### src/rtl/snake_pkg.sv
`default_nettype none
// ============================================================================
// Module      : snake_pkg
// Description : Grid geometry, direction encoding and FSM states for snake_body.
// Revision    : 1.0 - initial release
// ============================================================================
package snake_pkg;

    localparam int GRID_W   = 16;
    localparam int GRID_H   = 8;
    localparam int MAX_LEN  = 50;
    localparam int INIT_LEN = 2;

    localparam int XW = $clog2(GRID_W);
    localparam int YW = $clog2(GRID_H);
    localparam int LW = 7;

    localparam int INIT_X = GRID_W / 2;
    localparam int INIT_Y = GRID_H / 2;

    typedef enum logic [3:0] {
        DIR_RIGHT = 4'b0001,
        DIR_LEFT  = 4'b0010,
        DIR_DOWN  = 4'b0100,
        DIR_UP    = 4'b1000
    } dir_t;

    typedef enum logic [1:0] {
        IDLE   = 2'd0,
        CALC   = 2'd1,
        SCAN   = 2'd2,
        COMMIT = 2'd3
    } state_t;

    function automatic dir_t reverse_dir(input dir_t d);
        case (d)
            DIR_UP:   return DIR_DOWN;
            DIR_DOWN: return DIR_UP;
            DIR_LEFT: return DIR_RIGHT;
            default:  return DIR_LEFT;
        endcase
    endfunction

    // Segments past INIT_LEN are don't-care; park them on the head cell.
    function automatic logic [XW-1:0] init_seg_x(input int i);
        return (i < INIT_LEN) ? XW'(INIT_X - i) : XW'(INIT_X);
    endfunction

endpackage
`default_nettype wire

### src/rtl/snake_body_head_stepper.sv
`default_nettype none
// ============================================================================
// Module      : head_stepper
// Description : Moves a cell one step in a direction and flags leaving the grid.
// Revision    : 1.0 - initial release
// ============================================================================
module head_stepper
    import snake_pkg::*;
(
    input  logic [XW-1:0] curX,
    input  logic [YW-1:0] curY,
    input  dir_t          dir,
    output logic [XW-1:0] nxtX,
    output logic [YW-1:0] nxtY,
    output logic          wall
);

    localparam logic [XW:0] c_one_x = (XW+1)'(1);
    localparam logic [YW:0] c_one_y = (YW+1)'(1);
    localparam logic [XW:0] c_lim_x = (XW+1)'(GRID_W);
    localparam logic [YW:0] c_lim_y = (YW+1)'(GRID_H);

    logic [XW:0] w_x;
    logic [YW:0] w_y;

    // One extra bit: stepping below zero gives all-ones, which lands above the limit.
    always_comb begin
        w_x = {1'b0, curX};
        w_y = {1'b0, curY};
        case (dir)
            DIR_RIGHT: w_x = w_x + c_one_x;
            DIR_LEFT:  w_x = w_x - c_one_x;
            DIR_DOWN:  w_y = w_y + c_one_y;
            DIR_UP:    w_y = w_y - c_one_y;
            default: begin end
        endcase
    end

    assign nxtX = w_x[XW-1:0];
    assign nxtY = w_y[YW-1:0];
    assign wall = (w_x >= c_lim_x) || (w_y >= c_lim_y);

endmodule
`default_nettype wire

### src/rtl/snake_body.sv
`default_nettype none
// ============================================================================
// Module      : snake_body
// Description : Snake segment list, move/collision FSM and cell-occupancy query.
// Revision    : 1.0 - initial release
// ============================================================================
module snake_body
    import snake_pkg::*;
(
    input  logic          clk,
    input  logic          nRst,
    input  logic          step,
    input  logic [3:0]    direction,
    input  logic [XW-1:0] appleX,
    input  logic [YW-1:0] appleY,
    input  logic          appleValid,
    input  logic [XW-1:0] qX,
    input  logic [YW-1:0] qY,
    output logic          qHit,
    output logic [XW-1:0] headX,
    output logic [YW-1:0] headY,
    output logic [LW-1:0] length,
    output logic          busy,
    output logic          goodColl,
    output logic          badColl
);

    state_t        r_state, w_state_nxt;
    logic [XW-1:0] r_seg_x [MAX_LEN];
    logic [YW-1:0] r_seg_y [MAX_LEN];
    logic [LW-1:0] r_len, r_idx, r_limit;
    dir_t          r_heading, r_pend;
    logic [XW-1:0] r_nxt_x;
    logic [YW-1:0] r_nxt_y;
    logic          r_grow, r_hit, r_good, r_bad;

    logic [XW-1:0] w_step_x;
    logic [YW-1:0] w_step_y;
    logic          w_wall, w_grow, w_dir_ok, w_match, w_scan_end;
    logic [MAX_LEN-1:0] w_seg_hit;

    head_stepper u_head_stepper (
        .curX (r_seg_x[0]),
        .curY (r_seg_y[0]),
        .dir  (r_pend),
        .nxtX (w_step_x),
        .nxtY (w_step_y),
        .wall (w_wall)
    );

    assign w_grow     = appleValid && (w_step_x == appleX) && (w_step_y == appleY);
    assign w_dir_ok   = $onehot(direction) && (direction != reverse_dir(r_heading));
    assign w_match    = (r_seg_x[r_idx] == r_nxt_x) && (r_seg_y[r_idx] == r_nxt_y);
    assign w_scan_end = (r_idx == r_limit - LW'(1));

    always_ff @(posedge clk or negedge nRst) begin
        if (!nRst) r_state <= IDLE;
        else       r_state <= w_state_nxt;
    end

    always_comb begin
        w_state_nxt = r_state;
        case (r_state)
            IDLE:    if (step) w_state_nxt = CALC;
            CALC:    w_state_nxt = w_wall ? COMMIT : SCAN;
            SCAN:    if (w_match || w_scan_end) w_state_nxt = COMMIT;
            COMMIT:  w_state_nxt = IDLE;
            default: w_state_nxt = IDLE;
        endcase
    end

    always_ff @(posedge clk or negedge nRst) begin
        if (!nRst) begin
            for (int i = 0; i < MAX_LEN; i++) begin
                r_seg_x[i] <= init_seg_x(i);
                r_seg_y[i] <= YW'(INIT_Y);
            end
            r_len     <= LW'(INIT_LEN);
            r_idx     <= '0;
            r_limit   <= '0;
            r_heading <= DIR_RIGHT;
            r_pend    <= DIR_RIGHT;
            r_nxt_x   <= '0;
            r_nxt_y   <= '0;
            r_grow    <= 1'b0;
            r_hit     <= 1'b0;
            r_good    <= 1'b0;
            r_bad     <= 1'b0;
        end else begin
            r_good <= 1'b0;
            r_bad  <= 1'b0;
            if (w_dir_ok) r_pend <= dir_t'(direction);
            case (r_state)
                CALC: begin
                    r_nxt_x <= w_step_x;
                    r_nxt_y <= w_step_y;
                    r_grow  <= w_grow;
                    // When not growing the tail moves away, so it cannot be hit.
                    r_limit <= w_grow ? r_len : r_len - LW'(1);
                    r_hit   <= w_wall;
                    r_idx   <= '0;
                end
                SCAN: begin
                    if (w_match) r_hit <= 1'b1;
                    else         r_idx <= r_idx + LW'(1);
                end
                COMMIT: begin
                    if (r_hit) begin
                        for (int i = 0; i < MAX_LEN; i++) begin
                            r_seg_x[i] <= init_seg_x(i);
                            r_seg_y[i] <= YW'(INIT_Y);
                        end
                        r_len     <= LW'(INIT_LEN);
                        r_heading <= DIR_RIGHT;
                        r_pend    <= DIR_RIGHT;
                        r_bad     <= 1'b1;
                    end else begin
                        for (int i = 1; i < MAX_LEN; i++) begin
                            r_seg_x[i] <= r_seg_x[i-1];
                            r_seg_y[i] <= r_seg_y[i-1];
                        end
                        r_seg_x[0] <= r_nxt_x;
                        r_seg_y[0] <= r_nxt_y;
                        r_heading  <= r_pend;
                        if (r_grow) begin
                            r_good <= 1'b1;
                            if (r_len < LW'(MAX_LEN)) r_len <= r_len + LW'(1);
                        end
                    end
                end
                default: begin end
            endcase
        end
    end

    for (genvar gi = 0; gi < MAX_LEN; gi++) begin : g_qhit
        assign w_seg_hit[gi] = (LW'(gi) < r_len) && (r_seg_x[gi] == qX) && (r_seg_y[gi] == qY);
    end

    assign qHit     = |w_seg_hit;
    assign headX    = r_seg_x[0];
    assign headY    = r_seg_y[0];
    assign length   = r_len;
    assign busy     = (r_state != IDLE);
    assign goodColl = r_good;
    assign badColl  = r_bad;

endmodule
`default_nettype wire

### config.mk
export PLATFORM = sky130hd
export DESIGN_NAME = snake_body
export DESIGN_NICKNAME = d
export VERILOG_FILES = /design/src/rtl/snake_pkg.sv /design/src/rtl/snake_body_head_stepper.sv /design/src/rtl/snake_body.sv
export SDC_FILE = /design/constraint.sdc
export NUM_CORES = 1
export LEC_CHECK = 0
export ABC_AREA = 1
export BUFFER_PORTS_ARGS = -buffer_cell sky130_fd_sc_hd__clkbuf_2
export CORE_MARGIN = 10
export CORE_UTILIZATION = 45
export CTS_CLUSTER_SIZE = 14
export DETAILED_ROUTE_END_ITERATION = 16
export PLACE_DENSITY_LB_ADDON = 0.1
export REMOVE_ABC_BUFFERS = 1
export SYNTH_ARGS = -nofsm -noshare
export SYNTH_HDL_FRONTEND = slang
export SYNTH_HIERARCHICAL = 1
export SYNTH_SLANG_ARGS = --single-unit
### constraint.sdc
create_clock -name clk -period 3.1 [get_ports clk]
set_clock_uncertainty 0.05 [all_clocks]
set_input_delay 0.62 -clock clk [delete_from_list [all_inputs] [get_ports clk]]
set_output_delay 0.62 -clock clk [all_outputs]
set_load 0.01 [all_outputs]
Yosys cells after proc, flatten, opt, wreduce, memory -nomap -nowiden
Cells that the tools add are included.
- word-level logic and storage cells: 447
- output and inout bits: 18
- register bits: 392
- input port bits: 22
- $add $sub $neg: 11
- eq/ne operators: 121
- multiplexer cells: 32
- magnitude comparators: 54
- reduce and logical (&&, ||, !) cells: 116
- bitwise gates (word level): 1
- operators by type and width (cell ; count):
    == test 4 bit ; 52
    2-to-1 mux 200 bit ; 1
    == test 3 bit ; 52
    2-to-1 mux 150 bit ; 1
    less-than comparator 6 x 7 -> 1 bit, first input constant ; 18
    less-than comparator 5 x 7 -> 1 bit, first input constant ; 16
    logical AND 1 bit ; 104
    less-than comparator 4 x 7 -> 1 bit, first input constant ; 8
    OR reduction 50 bit ; 1
    2-to-1 mux 7 bit ; 5
    less-than comparator 3 x 7 -> 1 bit, first input constant ; 4
    binary-select mux 4 bit (select 6 bit) ; 1
    2-to-1 mux 4 bit ; 6
    binary-select mux 3 bit (select 6 bit) ; 1
    adder 7 x 1 -> 7 bit, second input constant ; 2
    less-than comparator 1 x 7 -> 1 bit, first input constant ; 2
    less-than comparator 2 x 7 -> 1 bit, first input constant ; 2
    case mux 7 bit (2 select lines) ; 1
    subtractor 7 x 1 -> 7 bit, second input constant ; 2
    case mux 4 bit (3 select lines) ; 1
    case mux 5 bit (2 select lines) ; 1
    == test 4 x 2 -> 1 bit, second input constant ; 2
    == test 4 x 3 -> 1 bit, second input constant ; 2
    == test 4 bit, second input constant ; 2
    other kinds (29) ; 48

Logic depth before layout (Yosys ltp)
Gate-level depths: netlist of the first run.
- depth in word-level cells: 9
- depth in mapped cells: 23
- depth with buffers taken out: 21

Hierarchy
The synthesis of the first run kept the hierarchy.
- by module, submodules not included (module ; instances ; cells an instance ; area an instance (sq um) ; seq. area each (sq um)):
    snake_body ; 1 ; 2897 ; 23441.2 ; 9940.8
    head_stepper ; 1 ; 69 ; 377.9 ; 0.0

Worst setup path after synthesis of the first run
OpenSTA, ideal clock, no wires.
- path kind: register to register
- start point: register r_pend[0]
- end point: register r_limit[5]
- data arrival time: 2.850 ns
- stages on the path, launching flop included: 18
- path buffers: 0
- clock period less this slack: 3.035 ns
- setup slack: 0.065 ns
- data required time: 2.916 ns
- setup time: 0.134 ns
- cell sequence: dfstp_2 inv_1 nand3_1 inv_1 ha_1 a21oi_1 nand2_1 or2_2 nand3_1 nand2_1 xnor2_1 nor4b_1 o2111ai_1 nand2_1 nor2_1 xor2_1 nand2_1 o21ai_0
- longest elaborated chain between the ends: 6
- elaborated cells between the ends (all ways): 11
- classes of those cells: eq/ne (6); mux (3); reduce/logical (2)
- ends and longest elaborated chain (what ; line ; text):
    start, declared ; snake_body.sv:32 ; dir_t r_heading, r_pend;
    start signal, assigned ; snake_body.sv:92 ; if (w_dir_ok) r_pend <= dir_t'(direction);
    == test 4 x 2 -> 1 bit / == test 4 x 1 -> 1 bit (equally long branches) ; snake_body_head_stepper.sv:30 ; case (dir)
    case mux 5 bit (2 select lines) * ; snake_body_head_stepper.sv:30 ;
    net w_step_x[3] ; snake_body.sv:37 ; logic [XW-1:0] w_step_x;
    == test 4 bit * ; snake_body.sv:51 ; assign w_grow = appleValid && (w_step_x == appleX) && (w_step_y == appleY);
    logical AND 1 bit * (2 in series) ; snake_body.sv:51 ;
    2-to-1 mux 7 bit * ; snake_body.sv:99 ; r_limit <= w_grow ? r_len : r_len - LW'(1);
    end signal, assigned ; snake_body.sv:99 ;
    end, declared ; snake_body.sv:31 ; logic [LW-1:0] r_len, r_idx, r_limit;
Mark *: on every way through the listed nets, which the timed path passes. The rest lies on a longest branch.
A chain may end at the register's enable or synchronous reset.

Final worst setup path of the first run
- start point: register r_len[2] (netlist: length[2])
- end point: output qHit
- longest elaborated chain between the ends: 4
- elaborated cells between the ends (all ways): 151
- classes of those cells: order compare (50); reduce/logical (101)
- ends and longest elaborated chain (what ; line ; text):
    start, declared ; snake_body.sv:31 ;
    start signal, assigned ; snake_body.sv:78 ; r_len <= LW'(INIT_LEN);
    start signal, assigned ; snake_body.sv:113 ; r_len <= LW'(INIT_LEN);
    start signal, assigned ; snake_body.sv:127 ; if (r_len < LW'(MAX_LEN)) r_len <= r_len + LW'(1);
    less-than comparator 1 x 7 -> 1 bit, or another cell as far along ; snake_body.sv:137 ; assign w_seg_hit[gi] = (LW'(gi) < r_len) && (r_seg_x[gi] == qX) && (r_seg_y[gi] == qY);
    logical AND 1 bit (2 in series) ; snake_body.sv:137 ;
    OR reduction 50 bit * ; snake_body.sv:140 ; assign qHit = |w_seg_hit;
    end, declared ; snake_body.sv:19 ; output logic qHit,
Every way passes the cells marked *; elsewhere a longest branch is shown, timed or not.

==> results of run 1 <==
## cell usage in the layout (no fill, tap or decap), drive strengths merged, types with 42 or more instances in the layout
master | synthesis | routed
nor2 | 72 | 72
xor2 | 217 | 217
buf | 105 | 218
a21oi | 83 | 83
nand3 | 217 | 217
o22ai | 248 | 248
nand2 | 567 | 567
nor3 | 42 | 42
xnor2 | 105 | 105
clkbuf | 101 | 108
o211ai | 54 | 54
dfstp | 105 | 105
inv | 443 | 443
a22oi | 104 | 104
dfrtp | 287 | 287
o21ai | 87 | 87
## cells by family (layout without fill, tap and decap cells)
group / after synthesis / count (layout) / synth area share (%)
compound gates: 621 / 621 / 16.6
buf+inv: 651 / 782 / 11.4
fa+ha+maj: 18 / 18 / 1.01
flops: 392 / 392 / 41.7
xor+xnor: 322 / 322 / 11.8
simple gates: 962 / 962 / 17.4
## power by group
| part | internal (µW) | switching (µW) | total [µW] |
|---|---|---|---|
| Combinational | 3520 | 6870 | 10400 |
| Clock | 3340 | 2320 | 5670 |
| Sequential | 6480 | 854 | 7340 |
| Total | 13300 | 10100 | 23400 |
## what timing repair did
action | in CTS | in global routing
resized for setup | 53 | 47
setup endpoints to repair | 3 | 17
hold buffers | 1 | 0
endpoints found under the hold margin | 6 | 0
pin swaps | 16 | 16
setup buffers | 9 | 7
## metal layers
metal / GRT usage, % / vias to the layer above / share of wire (%)
li1: - / 10100 / -
met2: 43.4 / 859 / 47
met5: 0 / - / 0
met3: 3.12 / 155 / 6.0
met4: 8.74 / 0 / 3.2
met1: 36.3 / 11000 / 44
## worst max-delay path: stages (launching register included)
cell	delay, ns
dfrtp_1	0.44
nand2_2	0.14
nor2_4	0.06
buf_6	0.13
inv_2	0.05
nor2_1	0.05
o211ai_1	0.33
nand2_1	0.18
nor3_2	0.13
nand3b_1	0.16
nor2_1	0.14
nand4_1	0.21
buf_2	0.23
## how the worst max path moves through the flow
stage / startpoint / to / cells after the start
2_1_floorplan: r_state[0] / r_heading[1] / 5
3_3_place_gp: qY[1] / qHit / 11
3_5_place_dp: qY[1] / qHit / 11
4_1_cts: length[1] / qHit / 13
5_1_grt: length[5] / qHit / 13
6_report: length[2] / qHit / 12
## sequential cells by signal (all words and copies together), names as in the netlist
register / count
r_nxt_x: 4
r_hit: 1
headX: 4
r_grow: 1
r_nxt_y: 3
r_seg_y: 147
badColl: 1
r_seg_x: 196
length: 7
r_pend: 4
headY: 3
r_heading: 4
r_idx: 7
goodColl: 1
r_limit: 7
r_state: 2
## through the flow
stage | setup slack (ns) | instances
after floorplan | -11.33 | 2760
after detailed placement | -0.429 | 3683
after global routing | -0.542 | 3785
final | -0.414 | 3785
after global placement | -0.435 | 3683
after CTS | -0.364 | 3780
## layout make-up
type,instances,area share [%]
clock buffer,78,5.46
timing repair buffer,249,8.54
inverter,445,6.08
sequential,392,35.6
multi-input combinational,1923,41.0
clock inverter,10,0.193
tap,688,3.08
==> impl_results.md, run 1 <==
- Asr flop ratio synth: 100%
- Final setup fails: 1
- Worst R2R End: r_limit[6]
- Clock Sinks: 392
- Crit path capture type: output pin
- Initial Util: 45.4%
- Fin crit period: 3.51 ns
- Static leakage: 0.0131 µW
- Final period util: 113%
- Synth unique cells: 48
- Ports: 40
- Hold endpoint: r_pend[0]
- Worst-path fanout max: 4
- H-tree levels: 2
- Synth top area cells: dfrtp_1 30%, dfstp_2 12%, nand2_1 8.9%
- EDFF count, synth: 0
- Final Util: 53.2%
- Slew margin rel.: 23.3%
- Overall power: 23400 µW
- Drt pass-1 iters: 6
- Commonest cells in the netlist: 563 x nand2_1, 438 x inv_1, 287 x dfrtp_1, 248 x o22ai_1, 217 x xor2_1
- Register bit count reported by yosys: 392
- Top_reg_cell synth: dfrtp_1
- P&R area growth vs syn: 17.2%
- Iter 0 DRT Violations: 2221
- IO Port Bufs: 39
- GR Overflow Total: 0
- Root Buffer: clkbuf_16
- RSZ-0062 raised after global routing: yes
- Fin area: 0.0279 mm²
- Max Slew Vio Count: 0
- Hold_sp: direction[0]
- Register Area: 0.00995 mm²
- TNS Setup: -0.414 ns
- Nets: 3099
- PD cells: 838 mW/mm²
- Violated checks: negative setup slack
- Worst R2R Start: r_pend[3]
- Worst R2R Path Depth: 17
- Number of fill cells: 4978
- YS warnings: 6
- Area of the multi-input gates: 0.0115 mm²
- Core area: 0.0524 mm²
- Top-area cell type share of the netlist area: 30.2%
- Via-to-Cell Ratio: 5.82
- DRC Markers: 0
- Antenna cells: 0
- CP arrival: 2.84 ns
- Max VDD drop: 0.515 mV
- Die ar.: 0.0625 mm²
- Cell taking the most area after synthesis: dfrtp_1
- R2r setup slk: 0.11 ns
- Fmax: 0.285 GHz
- Hold Violations, Final: 0
- Hold Crit Class: in -> reg
- Clk Latency, worst-skew pair: 0.60 ns
- FP Rows: 84
- WS Path Type: reg -> out
- Mapped cell area: 0.0238 mm²
- WL final: 86300 µm
- TritonCTS buffer count: 48
- RePlAce Congestion: 0.914
- Worst hold slack: 0.290 ns
- Vias: 22000
- Die Y: 250 µm
- Sequential area share after synthesis: 41.7%
- ANT nets after route: 0
- Number of global-route vias before repair: 21500
- Total GRT Usage: 26.7%
- CP Launch Type: flop
- Syn_area_per_cell: 8.03 µm²
- Critical Path RT: 2.43 ns
- Slew @ Worst Pin: 1.15 ns
- CTS tree: yes
- Largest net degree at the start of global routing: 151
- First-pass GRT wire length: 132000 µm
- Most frequent cell after synthesis: nand2_1
- CTS Buffer Depth: 3
- Post-detail-place hpwl: 60800 µm
- Post-Syn Instances: 2966
- Status: finished with violations
- Placed cell areas: 0.0259 mm²
- Hold Path Cell Cnt: 3
- Share of cells above drive strength 1: 16.8%
- Routed length per placed instance: 22.8 µm
- Initial antenna violation count: 0
- Clk slew on worst S/H paths: 0.06 ns
- Final worst slack: -0.414 ns
- Die X: 250 µm
- Max capacitance violation total: 0
Power figures use the tool's default switching activity.
==> run 2: changes to the inputs <==
--- a/config.mk
+++ b/config.mk
@@ -11,6 +11,7 @@
 export CORE_UTILIZATION = 45
 export CTS_CLUSTER_SIZE = 14
 export DETAILED_ROUTE_END_ITERATION = 16
+export GPL_TIMING_DRIVEN = 0
 export PLACE_DENSITY_LB_ADDON = 0.1
 export REMOVE_ABC_BUFFERS = 1
 export SYNTH_ARGS = -nofsm -noshare
==> run 2 against run 1 <==
The flow finishes with violations (negative hold slack, negative setup slack); die area stayed put; clock-buffer cell count is 3 higher; total power is 1.7% higher; first-iteration DRC count is 13% higher; utilization is 1.1 points lower; setup slack worse by 0.28 ns; critical path depth is 1 higher; highest routed layer unchanged.
==> impl_results.md, run 2 (synthesis gave the netlist of run 1 again) <==
- Status: finished with violations (unchanged)
- Violated checks: negative hold slack, negative setup slack (was negative setup slack)
- Initial Util: 45.4% (unchanged)
- Number of global-route vias before repair: 21400 (was 21500)
- Number of fill cells: 4998 (was 4978)
- Routed length per placed instance: 23.8 µm (was 22.8 µm)
- Most frequent cells in the layout: 553 x nand2_1, 424 x inv_1, 276 x dfrtp_1 (was 553 x nand2_1, 420 x inv_1, 283 x dfrtp_1)
- Max reg flops: 196 (unchanged)
- Post-detail-place hpwl: 53700 µm (was 60800 µm)
- Drt pass-1 iters: 6 (unchanged)
- RSZ-0062 raised after global routing: yes (unchanged)
- Core area: 0.0524 mm² (unchanged)
- Iter 0 DRT Violations: 2516 (was 2221)
- Share of cells above drive strength 1: 13.3% (was 16.8%)
- Static leakage: 0.0126 µW (was 0.0131 µW)
- Register Area: 0.00996 mm² (was 0.00995 mm²)
- Vias: 21700 (was 22000)
- Clock Sinks: 392 (unchanged)
- Worst Setup SP: length[2] (unchanged)
- Crit path capture type: output pin (unchanged)
- Ports: 40 (unchanged)
- Final worst slack: -0.691 ns (was -0.414 ns)
- WS Path Type: reg -> out (unchanged)
- Via-to-Cell Ratio: 5.91 (was 5.82)
- Worst R2R Start: r_state[1] (was r_pend[3])
- RePlAce Congestion: 0.861 (was 0.914)
- Final Util: 52.1% (was 53.2%)
- WL final: 87500 µm (was 86300 µm)
- Top flop regs: r_seg_x (196), r_seg_y (147) (unchanged)
- Hold Violations, Final: 4 (was 0)
- Hold Crit Class: in -> async (was in -> reg)
- Worst-path fanout max: 6 (was 4)
- Slew margin rel.: 40.1% (was 23.3%)
- First-pass GRT wire length: 131000 µm (was 132000 µm)
- Slew @ Worst Pin: 0.899 ns (was 1.15 ns)
- Die ar.: 0.0625 mm² (unchanged)
- Die X: 250 µm (unchanged)
- Max VDD drop: 0.514 mV (was 0.515 mV)
- PD cells: 871 mW/mm² (was 838 mW/mm²)
- H-tree levels: 2 (unchanged)
- TritonCTS buffer count: 47 (was 48)
- Area of the multi-input gates: 0.0115 mm² (about the same)
- Critical Path RT: 2.43 ns (about the same)
- Placed Cells: 3514 (was 3683)
- CP Launch Type: flop (unchanged)
- Root Buffer: clkbuf_16 (unchanged)
- CTS tree: yes (unchanged)
- FP Rows: 84 (unchanged)
- Clk Latency, worst-skew pair: 0.60 ns (about the same)
- Nets: 2991 (was 3099)
- Worst hold slack: -0.0143 ns (was 0.290 ns)
- CP arrival: 3.12 ns (was 2.84 ns)
- Largest net degree at the start of global routing: 129 (was 151)
- Clk slew on worst S/H paths: 0.06 ns (about the same)
- Most flop-heavy register: r_seg_x (unchanged)
- DRC Markers: 0 (unchanged)
- Die Y: 250 µm (unchanged)
- Commonest non-fill, non-tap cell in the layout: nand2_1 (unchanged)
- GR Overflow Total: 0 (unchanged)
- CTS Buffer Depth: 3 (unchanged)
- Initial antenna violation count: 0 (unchanged)
- Final period util: 122% (was 113%)
- Cts hold-fix bufs: 0 (was 1)
- Total GRT Usage: 26.5% (was 26.7%)
- ANT nets after route: 0 (unchanged)
- TNS Setup: -0.691 ns (was -0.414 ns)
- Final cell count without fillers: 3677 (was 3785)
- Max Slew Vio Count: 0 (unchanged)
- P&R area growth vs syn: 14.7% (was 17.2%)
- Max capacitance violation total: 0 (unchanged)
- Final setup fails: 1 (unchanged)
- Fmax: 0.264 GHz (was 0.285 GHz)
- Antenna cells: 0 (unchanged)
- IO Port Bufs: 39 (unchanged)
- Fin crit period: 3.79 ns (was 3.51 ns)
==> run 2: worst paths after layout <==
| path | to | depth (start not counted) | slack, ns |
|---|---|---|---|
| max reg2reg | r_seg_x[62] | 8 | 0.10 |
| min | r_seg_x[65] | 1 | -0.01 |
| min reg2reg | r_grow | 2 | 0.44 |
| min in group clk | r_pend[0] | 3 | 0.28 |
| max in group asynchronous | r_pend[2] | 4 | 1.24 |
| max | qHit | 13 | -0.69 |
==> run 2: critical path, stage by stage (launching register included) <==
cell	delay (ns)
dfrtp_2	0.51
clkinvlp_4	0.17
buf_4	0.19
buf_6	0.19
nand2_1	0.16
nor2_4	0.13
nand2_2	0.11
nand3_1	0.13
a22oi_1	0.07
a21oi_1	0.16
nand3b_1	0.18
nor2_1	0.12
nand4_1	0.20
buf_2	0.21
==> run 2: per-layer routing <==
layer	up-vias	track usage [%]	part of all wire (%)
met1	10900	35.6	43
met2	850	42.1	46
met5	-	0	0
met3	184	4.01	7.5
li1	9835	-	-
met4	0	10.8	4.1
==> run 2: what timing repair did <==
| item | 4_1_cts | 5_1_grt |
|---|---|---|
| setup buffers | 48 | 16 |
| hold endpoints to repair | 0 | 0 |
| setup endpoints to repair | 375 | 83 |
| cloned | 6 | 6 |
| gates resized for setup | 80 | 35 |
| pin swaps | 13 | 11 |
==> run 2: area by class of cell <==
type	count	share of cell area (%)
well taps	688	3.15
multi-input cells	1924	41.9
clock inverters	6	0.124
flip-flops and latches	392	36.5
clock buffers	81	5.29
repair buffers	137	6.41
inverters	445	6.54
repair inverters	4	0.114
==> run 2: through the flow <==
step	hold slack (ns)	power, µW	worst slack [ns]	area, µm²
CTS	0.0228	23100	-0.625	27000
global placement	0.423	12200	-26.86	23800
detailed placement	0.427	16800	-1.50	24600
floorplan	0.274	12600	-11.33	22800
finish	-0.0143	23800	-0.691	27300
global route	0.0487	25000	-0.737	27300
==> run 2: power by group <==
part           total, µW  switching, µW  internal, µW
Sequential          7390            908          6480
Clock               5460           2310          3150
Combinational      10900           7260          3680
Total              23800          10500         13300
==> run 3: changes to the inputs <==
--- a/config.mk
+++ b/config.mk
@@ -5,11 +5,9 @@
 export SDC_FILE = /design/constraint.sdc
 export NUM_CORES = 1
 export LEC_CHECK = 0
-export ABC_AREA = 1
 export BUFFER_PORTS_ARGS = -buffer_cell sky130_fd_sc_hd__clkbuf_2
 export CORE_MARGIN = 10
 export CORE_UTILIZATION = 45
-export CTS_CLUSTER_SIZE = 14
 export DETAILED_ROUTE_END_ITERATION = 16
 export GPL_TIMING_DRIVEN = 0
 export PLACE_DENSITY_LB_ADDON = 0.1
==> run 3 against run 2 <==
The flow finishes with violations (negative setup slack); die area is 0.20% higher; synthesized cell count is 20% lower; largest power group unchanged; final area is 1.7% higher; sequential share of layout area is 0.52 points lower; largest cell class unchanged; clock-buffer cell count is 8 lower; worst hold slack better by 0.12 ns; via count is 13% lower.
==> impl_results.md, run 3 <==
- Hold Crit Class: in -> async (unchanged)
- Most frequent cells in the layout: 272 x dfrtp_1, 191 x xnor2_1, 190 x xor2_1 (was 553 x nand2_1, 424 x inv_1, 276 x dfrtp_1)
- Top flop regs: r_seg_x (196), r_seg_y (147) (unchanged)
- Fmax: 0.241 GHz (was 0.264 GHz)
- Max Slew Vio Count: 0 (unchanged)
- CTS tree: yes (unchanged)
- Hold Violations, Final: 0 (was 4)
- Core area: 0.0526 mm² (was 0.0524 mm²)
- Max VDD drop: 0.756 mV (was 0.514 mV)
- Static leakage: 0.0110 µW (was 0.0126 µW)
- Final period util: 134% (was 122%)
- H-tree levels: 2 (unchanged)
- Top_reg_cell synth: dfrtp_1 (unchanged)
- Root Buffer: clkbuf_16 (unchanged)
- EDFF count, synth: 0 (unchanged)
- Worst R2R Start: r_idx[1] (was r_state[1])
- Register bit count reported by yosys: 392 (unchanged)
- ANT nets after route: 0 (unchanged)
- CP arrival: 3.47 ns (was 3.12 ns)
- GR Overflow Total: 0 (unchanged)
- Met3 WL post-DR: 5050 µm (was 6550 µm)
- P&R area growth vs syn: 16.4% (was 14.7%)
- Initial Util: 45.4% (about the same)
- Violated checks: negative setup slack (was negative hold slack, negative setup slack)
- Nets: 2402 (was 2991)
- Final setup fails: 11 (was 1)
- Largest net degree at the start of global routing: 108 (was 129)
- Syn_area_per_cell: 10.0 µm² (was 8.03 µm²)
- Number of global-route vias before repair: 18400 (was 21400)
- Status: finished with violations (unchanged)
- TritonCTS buffer count: 45 (was 47)
- Worst R2R End: r_state[1] (was r_seg_x[62])
- Fin crit period: 4.14 ns (was 3.79 ns)
- Die X: 250 µm (about the same)
- WS Path Type: reg -> out (unchanged)
- Final worst slack: -1.04 ns (was -0.691 ns)
- CP cell instances: nor4b_4, nand2_1, nand3_1, o41ai_2, a2111oi_4, o311ai_2, o21ai_0, a21oi_1, or4_4, clkbuf_8 (was clkinvlp_4, buf_4, buf_6, nand2_1, nor2_4, nand2_2, nand3_1, a22oi_1, a21oi_1, nand3b_1, nor2_1, nand4_1, buf_2)
- Drt pass-1 iters: 5 (was 6)
- First-pass GRT wire length: 121000 µm (was 131000 µm)
- Asr flop ratio synth: 100% (unchanged)
- Post-Syn Instances: 2382 (was 2966)
- Max capacitance violation total: 0 (unchanged)
- Clk Latency, worst-skew pair: 0.60 ns (about the same)
- Mapped cell area: 0.0239 mm² (was 0.0238 mm²)
- Pre-CTS WS: -1.78 ns (was -1.50 ns)
- Overall power: 20500 µW (was 23800 µW)
- Sequential area share after synthesis: 41.6% (was 41.7%)
- Max reg flops: 196 (unchanged)
- Ports: 40 (unchanged)
- Crit path buffers/inverters: 1 (was 4)
- Via-to-Cell Ratio: 6.12 (was 5.91)
- Clk slew on worst S/H paths: 0.06 ns (about the same)
- Routed length per placed instance: 26.1 µm (was 23.8 µm)
- DRC Markers: 0 (unchanged)
- Die ar.: 0.0627 mm² (was 0.0625 mm²)
- Slew margin rel.: 16.6% (was 40.1%)
- Crit path capture type: output pin (unchanged)
- RePlAce Congestion: 0.879 (was 0.861)
- Die Y: 250 µm (about the same)
- FP Rows: 84 (unchanged)
- Total GRT Usage: 24.7% (was 26.5%)
- YS warnings: 6 (unchanged)
- CTS Buffer Depth: 3 (unchanged)
- WL final: 80500 µm (was 87500 µm)
- Initial antenna violation count: 1 (was 0)
- Most frequent cell after synthesis: dfrtp_1 (was nand2_1)
- Critical Path RT: 2.43 ns (about the same)
- CP max stage cell: or4_4 (was dfrtp_2)
- Post-detail-place hpwl: 50700 µm (was 53700 µm)
- Metal1 wirelength: 36200 µm (was 37300 µm)
- IO Port Bufs: 39 (unchanged)
- RSZ-0062 raised after global routing: yes (unchanged)
- Cts hold-fix bufs: 0 (unchanged)
- Worst-path fanout max: 5 (was 6)
- Iter 0 DRT Violations: 1853 (was 2516)
- Commonest non-fill, non-tap cell in the layout: dfrtp_1 (was nand2_1)
- Commonest cells in the netlist: 287 x dfrtp_1, 193 x xor2_1, 192 x xnor2_1, 188 x inv_1, 144 x nor2_1 (was 563 x nand2_1, 438 x inv_1, 287 x dfrtp_1, 248 x o22ai_1, 217 x xor2_1)
- Worst R2R Path Depth: 13 (was 8)
- Vias: 18900 (was 21700)
- Uppermost layer routed: met4 (unchanged)
- R2r setup slk: -0.40 ns (was 0.10 ns)
- Slew @ Worst Pin: 1.24 ns (was 0.899 ns)
- TNS Setup: -4.18 ns (was -0.691 ns)
- Clock Sinks: 392 (unchanged)
- CP Launch Type: flop (unchanged)
- Share of cells above drive strength 1: 24.5% (was 13.3%)
- PD cells: 736 mW/mm² (was 871 mW/mm²)
- DR WL met2: 36900 µm (was 40100 µm)
- Synth top area cells: dfrtp_1 30%, dfstp_2 12%, xor2_1 7.1% (was dfrtp_1 30%, dfstp_2 12%, nand2_1 8.9%)
- Synth unique cells: 75 (was 48)
- Antenna cells: 0 (unchanged)
- Cell taking the most area after synthesis: dfrtp_1 (unchanged)
- Top-area cell type share of the netlist area: 30.1% (was 30.2%)
- Slowest stage delay, CP: 0.60 ns (was 0.51 ns)
- Most flop-heavy register: r_seg_x (unchanged)
- Crit path max-delay family: simple AND/OR/NAND/NOR gates (unchanged)
## run 3: changes by cell type after synthesis, moves of 27 or more
cell	before	now
mux2i_1	0	52
nor4_1	25	52
nor2_1	69	144
nor2b_1	0	92
mux4_2	0	63
nand3_1	215	52
inv_1	438	188
a31o_2	0	85
nand2_1	563	53
xnor2_1	105	192
o22a_1	0	52
o211ai_1	54	14
a22oi_1	104	15
o22ai_1	248	141
## run 3: layer usage
layer / up-vias / GRT usage [%]
li1: 8397 / -
met1: 9730 / 34.9
met2: 643 / 38.2
met3: 127 / 3.63
met4: 0 / 7.76
met5: - / 0
## run 3: worst max path at each step
stage,slack [ns],cells past startpoint,to,start
after floorplan,-14.48,3,r_seg_x[111],r_state[0]
after global placement,-26.77,3,r_seg_y[110],r_state[0]
after detailed placement,-1.78,10,r_state[1],r_idx[0]
after CTS,-1.07,9,qHit,length[6]
after global routing,-1.10,10,qHit,length[6]
final,-1.04,10,qHit,length[6]
## run 3: kinds of logic (layout without fill, tap and decap cells)
group | count (synthesis) | after routing | synth area share (%)
adder cells (fa/ha/maj) | 20 | 20 | 1.09
multiplexers | 136 | 136 | 9.24
buffers and inverters | 394 | 411 | 7.03
flip-flops | 392 | 392 | 41.6
AND/OR/NAND/NOR | 525 | 525 | 11.6
AO/OA/AOI/OAI | 528 | 528 | 15.1
XOR/XNOR | 387 | 387 | 14.3
## run 3: timing repair
action                     CTS  global route
setup buffers               50            12
setup endpoints to repair   82            72
pin swaps                   29            33
cloned                      11             2
resized for setup          115            58
## run 3: worst register-to-register path, stage by stage (launching register included)
cell and delay, ns:
dfrtp_4 0.52, buf_16 0.20, buf_16 0.17, buf_4 0.13, mux4_2 0.56, a21o_1 0.19, o41ai_2 0.26, a21o_1 0.17
nand4b_1 0.15, nor4b_4 0.32, buf_6 0.16, buf_6 0.12, o21ai_4 0.06, mux2_4 0.32
## run 3: cell type report
type | count | area (µm²)
inverter | 191 | 733
sequential | 392 | 9980
timing repair buffer | 136 | 1930
multi-input combinational | 1596 | 12800
clock buffer | 73 | 1390
fill | 4639 | 24800
tap | 688 | 861
clock inverter | 11 | 83.8
## run 3: power by group
part | switching, µW | internal (µW)
registers | 1000 | 5950
clock network | 2270 | 3150
logic | 4810 | 3280
## run 3: stage by stage
stage	hold WS [ns]	instances	cell area [µm²]	util [%]
after global routing	0.160	3087	27800	52.9
final	0.103	3087	27800	52.9
after global placement	0.440	2906	24000	45.6
after detailed placement	0.453	2930	24600	46.9
after CTS	0.124	3075	27400	52.2
after floorplan	0.274	2179	22900	-
